File: src/rtl/regdst_pkg.sv
// rtl/regdst_pkg.sv - command, selector and state encodings for the write-back sequencer
package regdst_pkg;

  localparam logic [2:0] CMD_WB_RT = 3'd0;
  localparam logic [2:0] CMD_WB_RD = 3'd1;
  localparam logic [2:0] CMD_WB_RS = 3'd2;
  localparam logic [2:0] CMD_LINK  = 3'd3;
  localparam logic [2:0] CMD_PUSH  = 3'd4;
  localparam logic [2:0] CMD_POP   = 3'd5;

  localparam logic [2:0] SEL_RT = 3'b000;
  localparam logic [2:0] SEL_RD = 3'b001;
  localparam logic [2:0] SEL_RS = 3'b010;
  localparam logic [2:0] SEL_SP = 3'b011;
  localparam logic [2:0] SEL_RA = 3'b100;

  typedef enum logic [2:0] {
    S_IDLE, S_WB, S_SPDEC, S_MEMWR, S_MEMRD, S_POPWB, S_SPINC, S_ERR
  } state_e;

  // Destination select for the single-cycle write-back commands.
  function automatic logic [2:0] wb_sel(input logic [2:0] c);
    case (c)
      CMD_WB_RD: wb_sel = SEL_RD;
      CMD_WB_RS: wb_sel = SEL_RS;
      CMD_LINK:  wb_sel = SEL_RA;
      default:   wb_sel = SEL_RT;
    endcase
  endfunction

endpackage

File: src/rtl/wait_counter.sv
// rtl/wait_counter.sv - memory access cycle counter; last flags the final cycle of an access
module wait_counter (
  input  logic       clk,
  input  logic       reset,
  input  logic       clear,
  input  logic       en,
  input  logic [3:0] limit,
  output logic       last
);

  logic [3:0] count;

  assign last = (count == limit - 4'd1);

  // Saturates at limit-1 so a stalled exit can never wrap the count.
  always_ff @(posedge clk) begin
    if (reset || clear) begin
      count <= 4'd0;
    end else if (en && !last) begin
      count <= count + 4'd1;
    end
  end

endmodule

File: src/rtl/regdst_sequencer.sv
// rtl/regdst_sequencer.sv - multicycle controller for register write-back, link, push and pop
module regdst_sequencer
  import regdst_pkg::*;
#(
  parameter int MEM_WAIT = 2
) (
  input  logic       clk,
  input  logic       reset,
  input  logic       start,
  input  logic [2:0] cmd,
  output logic [2:0] reg_dst_sel,
  output logic       reg_write,
  output logic       sp_dec,
  output logic       sp_inc,
  output logic       mem_read,
  output logic       mem_write,
  output logic       mdr_load,
  output logic       busy,
  output logic       done,
  output logic       err
);

  localparam logic [3:0] LIMIT = 4'(MEM_WAIT);

  state_e     state, state_nxt;
  logic [2:0] cmd_q;
  logic       cnt_en;
  logic       cnt_last;

  assign cnt_en = (state == S_MEMRD) || (state == S_MEMWR);

  // Held clear outside the memory states, so every access starts from zero.
  wait_counter u_wait_counter (
    .clk   (clk),
    .reset (reset),
    .clear (!cnt_en),
    .en    (cnt_en),
    .limit (LIMIT),
    .last  (cnt_last)
  );

  always_ff @(posedge clk) begin
    if (reset) begin
      state <= S_IDLE;
      cmd_q <= 3'd0;
    end else begin
      state <= state_nxt;
      if (state == S_IDLE && start) begin
        cmd_q <= cmd;
      end
    end
  end

  always_comb begin
    state_nxt = S_IDLE;
    case (state)
      S_IDLE: begin
        if (start) begin
          case (cmd)
            CMD_WB_RT, CMD_WB_RD, CMD_WB_RS, CMD_LINK: state_nxt = S_WB;
            CMD_PUSH: state_nxt = S_SPDEC;
            CMD_POP:  state_nxt = S_MEMRD;
            default:  state_nxt = S_ERR;
          endcase
        end
      end
      S_SPDEC: state_nxt = S_MEMWR;
      S_MEMWR: state_nxt = cnt_last ? S_IDLE : S_MEMWR;
      S_MEMRD: state_nxt = cnt_last ? S_POPWB : S_MEMRD;
      S_POPWB: state_nxt = S_SPINC;
      default: state_nxt = S_IDLE;
    endcase
  end

  always_comb begin
    reg_dst_sel = SEL_RT;
    reg_write   = 1'b0;
    sp_dec      = 1'b0;
    sp_inc      = 1'b0;
    mem_read    = 1'b0;
    mem_write   = 1'b0;
    mdr_load    = 1'b0;
    busy        = (state != S_IDLE);
    done        = 1'b0;
    err         = 1'b0;
    case (state)
      S_WB: begin
        reg_dst_sel = wb_sel(cmd_q);
        reg_write   = 1'b1;
        done        = 1'b1;
      end
      S_SPDEC: begin
        reg_dst_sel = SEL_SP;
        reg_write   = 1'b1;
        sp_dec      = 1'b1;
      end
      S_MEMWR: begin
        mem_write = 1'b1;
        done      = cnt_last;
      end
      S_MEMRD: begin
        mem_read = 1'b1;
        mdr_load = cnt_last;
      end
      S_POPWB: begin
        reg_write = 1'b1;
      end
      S_SPINC: begin
        reg_dst_sel = SEL_SP;
        reg_write   = 1'b1;
        sp_inc      = 1'b1;
        done        = 1'b1;
      end
      S_ERR: begin
        err  = 1'b1;
        done = 1'b1;
      end
      default: ;
    endcase
  end

endmodule

File: config.mk
export PLATFORM = sky130hd
export DESIGN_NAME = regdst_sequencer
export DESIGN_NICKNAME = d
export VERILOG_FILES = /design/src/rtl/regdst_pkg.sv /design/src/rtl/wait_counter.sv /design/src/rtl/regdst_sequencer.sv
export SDC_FILE = /design/constraint.sdc
export NUM_CORES = 1
export LEC_CHECK = 0
export BUFFER_PORTS_ARGS = -buffer_cell sky130_fd_sc_hd__clkbuf_2
export CORE_UTILIZATION = 52
export CTS_CLUSTER_SIZE = 20
export DETAILED_ROUTE_END_ITERATION = 8
export PLACE_DENSITY = 0.77
export SKIP_LAST_GASP = 1
export SLEW_MARGIN = 20
export SYNTH_ARGS = -nofsm -noshare
export SYNTH_HDL_FRONTEND = slang
export SYNTH_HIERARCHICAL = 1
export SYNTH_SLANG_ARGS = --single-unit
File: constraint.sdc
create_clock -name clk -period 2.25 [get_ports clk]
set_input_delay 0.675 -clock clk [delete_from_list [all_inputs] [get_ports clk]]
set_output_delay 0.675 -clock clk [all_outputs]
set_load 0.02 [all_outputs]
==> results.md <==
* Vias per cell at 5.68
* Critical setup path kind: reg -> out
* Total Die Area at 0.00173 mm^2
* CTS tree: yes
* 1st-pass router iterations at 4
* RSZ-0062 raised after global routing: true
* Endpoint class of the critical path: output port
* Clock buffer depth at 2
* Gr ovfl total at 0
* Setup Skew at 0.00364 ns
* Worst endpoint required time at 1.57 ns
* Pleak at 0.477 nW
* Starting Density at 59.1%
* Seq/Total Area, Yosys at 24.5%
* Fin. Hold Viols at 0
* Area used by multi-input combinational logic at 617 um^2
* Final Cell Area at 0.00105 mm^2
* Outcome: finished clean
* Synthesis-stage register bit count at 10
* Clock sinks at 10
* Post-DP HPWL at 1370 um
* NumNets Final at 136
* Final WL at 1910 um
* Most frequent cells in the layout: clkbuf_2 (16), buf_4 (9), conb_1 (8), nand2_1 (7)
* Period utilisation layout at 99.3%
* Worst-skew pair later-pin latency at 0.28 ns
* Core Area at 0.00138 mm^2
* EDFF count, synth at 0
* Commonest non-fill, non-tap cell in the layout: clkbuf_2
* Register area at 206 um^2
* Pwr/cell area at 557 mW/mm^2
* CTS Hold Buffers Added at 0
* First-pass GRT wire length at 3100 um
* H-tree depth at 1
* Initial antenna violation count at 0
* IO Count at 18
* N_diodes at 0
* Syn avg cell area at 8.60 um^2
* Die height at 41.6 um
* Row count at 13
* Worst-path maximum fanout at 3
* Post-route ant nets at 0
* Peak supply drop at 0.000384 V
* Yosys warns at 6
* Post-synthesis cell type count at 36
* Iter 0 DRT Violations at 22
* Post-synth ARST share at 0%
* Clock buffers created by TritonCTS at 3
* Residual DRC count at 0
* RePlAce Congestion at 0.893
* DR WL/cell at 13.5 um
* Ys flop type: dfxtp_1
* Max cap viols at 0
* Die width at 41.6 um
* Final Core Density at 76.1%
* P&R area growth vs syn at 28.8%
* Clk slew on worst S/H paths at 0.08 ns
* Final setup viols at 0
* Placed cell areas at 972 um^2
* Final hold slack at 0.516 ns
* Startpoint types: flip-flop
* Fill cells at 106
* Via count at 806
* Fmax at 447 MHz
* Arrival @ worst endpoint at 1.56 ns
* Largest net degree at the start of global routing at 12
* Mapped cell area at 817 um^2
* Final min period at 2.23 ns
* Share of layout cells above drive strength 1 at 37.8%
* GR Util All Layers at 23.0%
* Max Slew Vio Count at 0
* Vias in the first global route at 741
* Synth Instances at 95
* IO buf count at 17
* Root buffer cell: clkbuf_4
* Tightest Hold Check Type: reg -> reg
==> area by class of cell <==
cell class	count	area share [%]
multi-input combinational	81	58.6
inverter	7	2.50
clock buffer	4	3.45
timing repair buffer	25	14.0
sequential	10	19.6
tap	15	1.78
==> layer usage <==
metal  vias to the layer above  GRT usage [%]  share of wire [%]
met5                         -              0                  0
met4                         0           9.68                1.9
li1                        414              -                  -
met2                        30           36.9                 44
met1                       356           30.4                 49
met3                         6           3.91                5.0
==> repair_timing <==
item | 4_1_cts | 5_1_grt
pin swaps | 1 | 2
cloned | 0 | 0
resized for setup | 4 | 10
buffers inserted | 0 | 0
endpoints found under the hold margin | 0 | 0
setup endpoints to repair | 3 | 4
==> cells by family after synthesis <==
group	Yosys count	synth area share, %
AO/OA/AOI/OAI	22	20.7
XOR/XNOR	6	8.27
adder cells (fa/ha/maj)	2	3.06
buffers and inverters	10	7.66
flip-flops	10	24.5
multiplexers	4	4.90
other	2	0.919
AND/OR/NAND/NOR	39	30.0
==> registers in the layout, indices dropped and copies added, names as in the netlist <==
register              count
u_wait_counter/count      4
cmd_q                     3
state                     3
==> cells in the mapped netlist (2+ instances only) <==
cell type  count  area share (%)
or3_1          2             1.5
xor2_1         4             4.3
inv_1          6             2.8
nand2_1        7             3.2
o311ai_1       2             2.1
a311oi_1       3             3.2
nor3_1         2             1.2
nor2_1         6             2.8
buf_6          2             2.8
mux2i_1        4             4.9
dfxtp_1       10              25
or4b_1         3             3.7
a211o_2        2             2.5
o21ai_0        2             1.2
or2_2          2             1.5
nand2b_1       2             1.5
nand3_1        5             3.1
nor3b_1        3             2.8
o211ai_1       3             2.8
a41oi_1        4             4.3
ha_1           2             3.1
a31oi_1        3             2.3
conb_1         2            0.92
and3_1         2             1.5
==> per-stage QoR <==
stage          cells  total power (W)  TNS [ns]  setup WS [ns]
2_1_floorplan    101         0.000349         0         0.0146
3_3_place_gp     138         0.000398         0          0.102
3_5_place_dp     138         0.000400         0         0.0610
4_1_cts          142         0.000574   -0.0616        -0.0616
5_1_grt          142         0.000613   -0.0649        -0.0649
6_report         142         0.000586         0         0.0152
==> worst max-delay path: stages, from the launching register on <==
cell and delay, ns:
dfxtp_2 0.33, xnor3_2 0.24, and3_4 0.19, and2_4 0.16, o21ai_2 0.12, mux2i_1 0.08, buf_4 0.16
==> path summary, 6_finish.rpt <==
kind,from,end,slack (ns),cells after the start
worst max-delay path,u_wait_counter/count[2]$_SDFFE_PP0P_,done,0.02,6
worst min-delay path,state[2]$_SDFF_PP0_,state[2]$_SDFF_PP0_,0.52,2
worst max register to register,state[1]$_SDFF_PP0_,u_wait_counter/count[2]$_SDFFE_PP0P_,0.24,7
worst min register to register,state[2]$_SDFF_PP0_,state[2]$_SDFF_PP0_,0.52,2
==> power breakdown <==
| part | total (W) | switching [W] | internal [W] |
|---|---|---|---|
| clock | 0.000172 | 0.0000732 | 0.0000985 |
| sequential | 0.000211 | 0.0000215 | 0.000190 |
| combinational | 0.000203 | 0.000115 | 0.0000886 |
| total | 0.000586 | 0.000209 | 0.000377 |
Note: power is estimated with default switching activity, not from simulation.
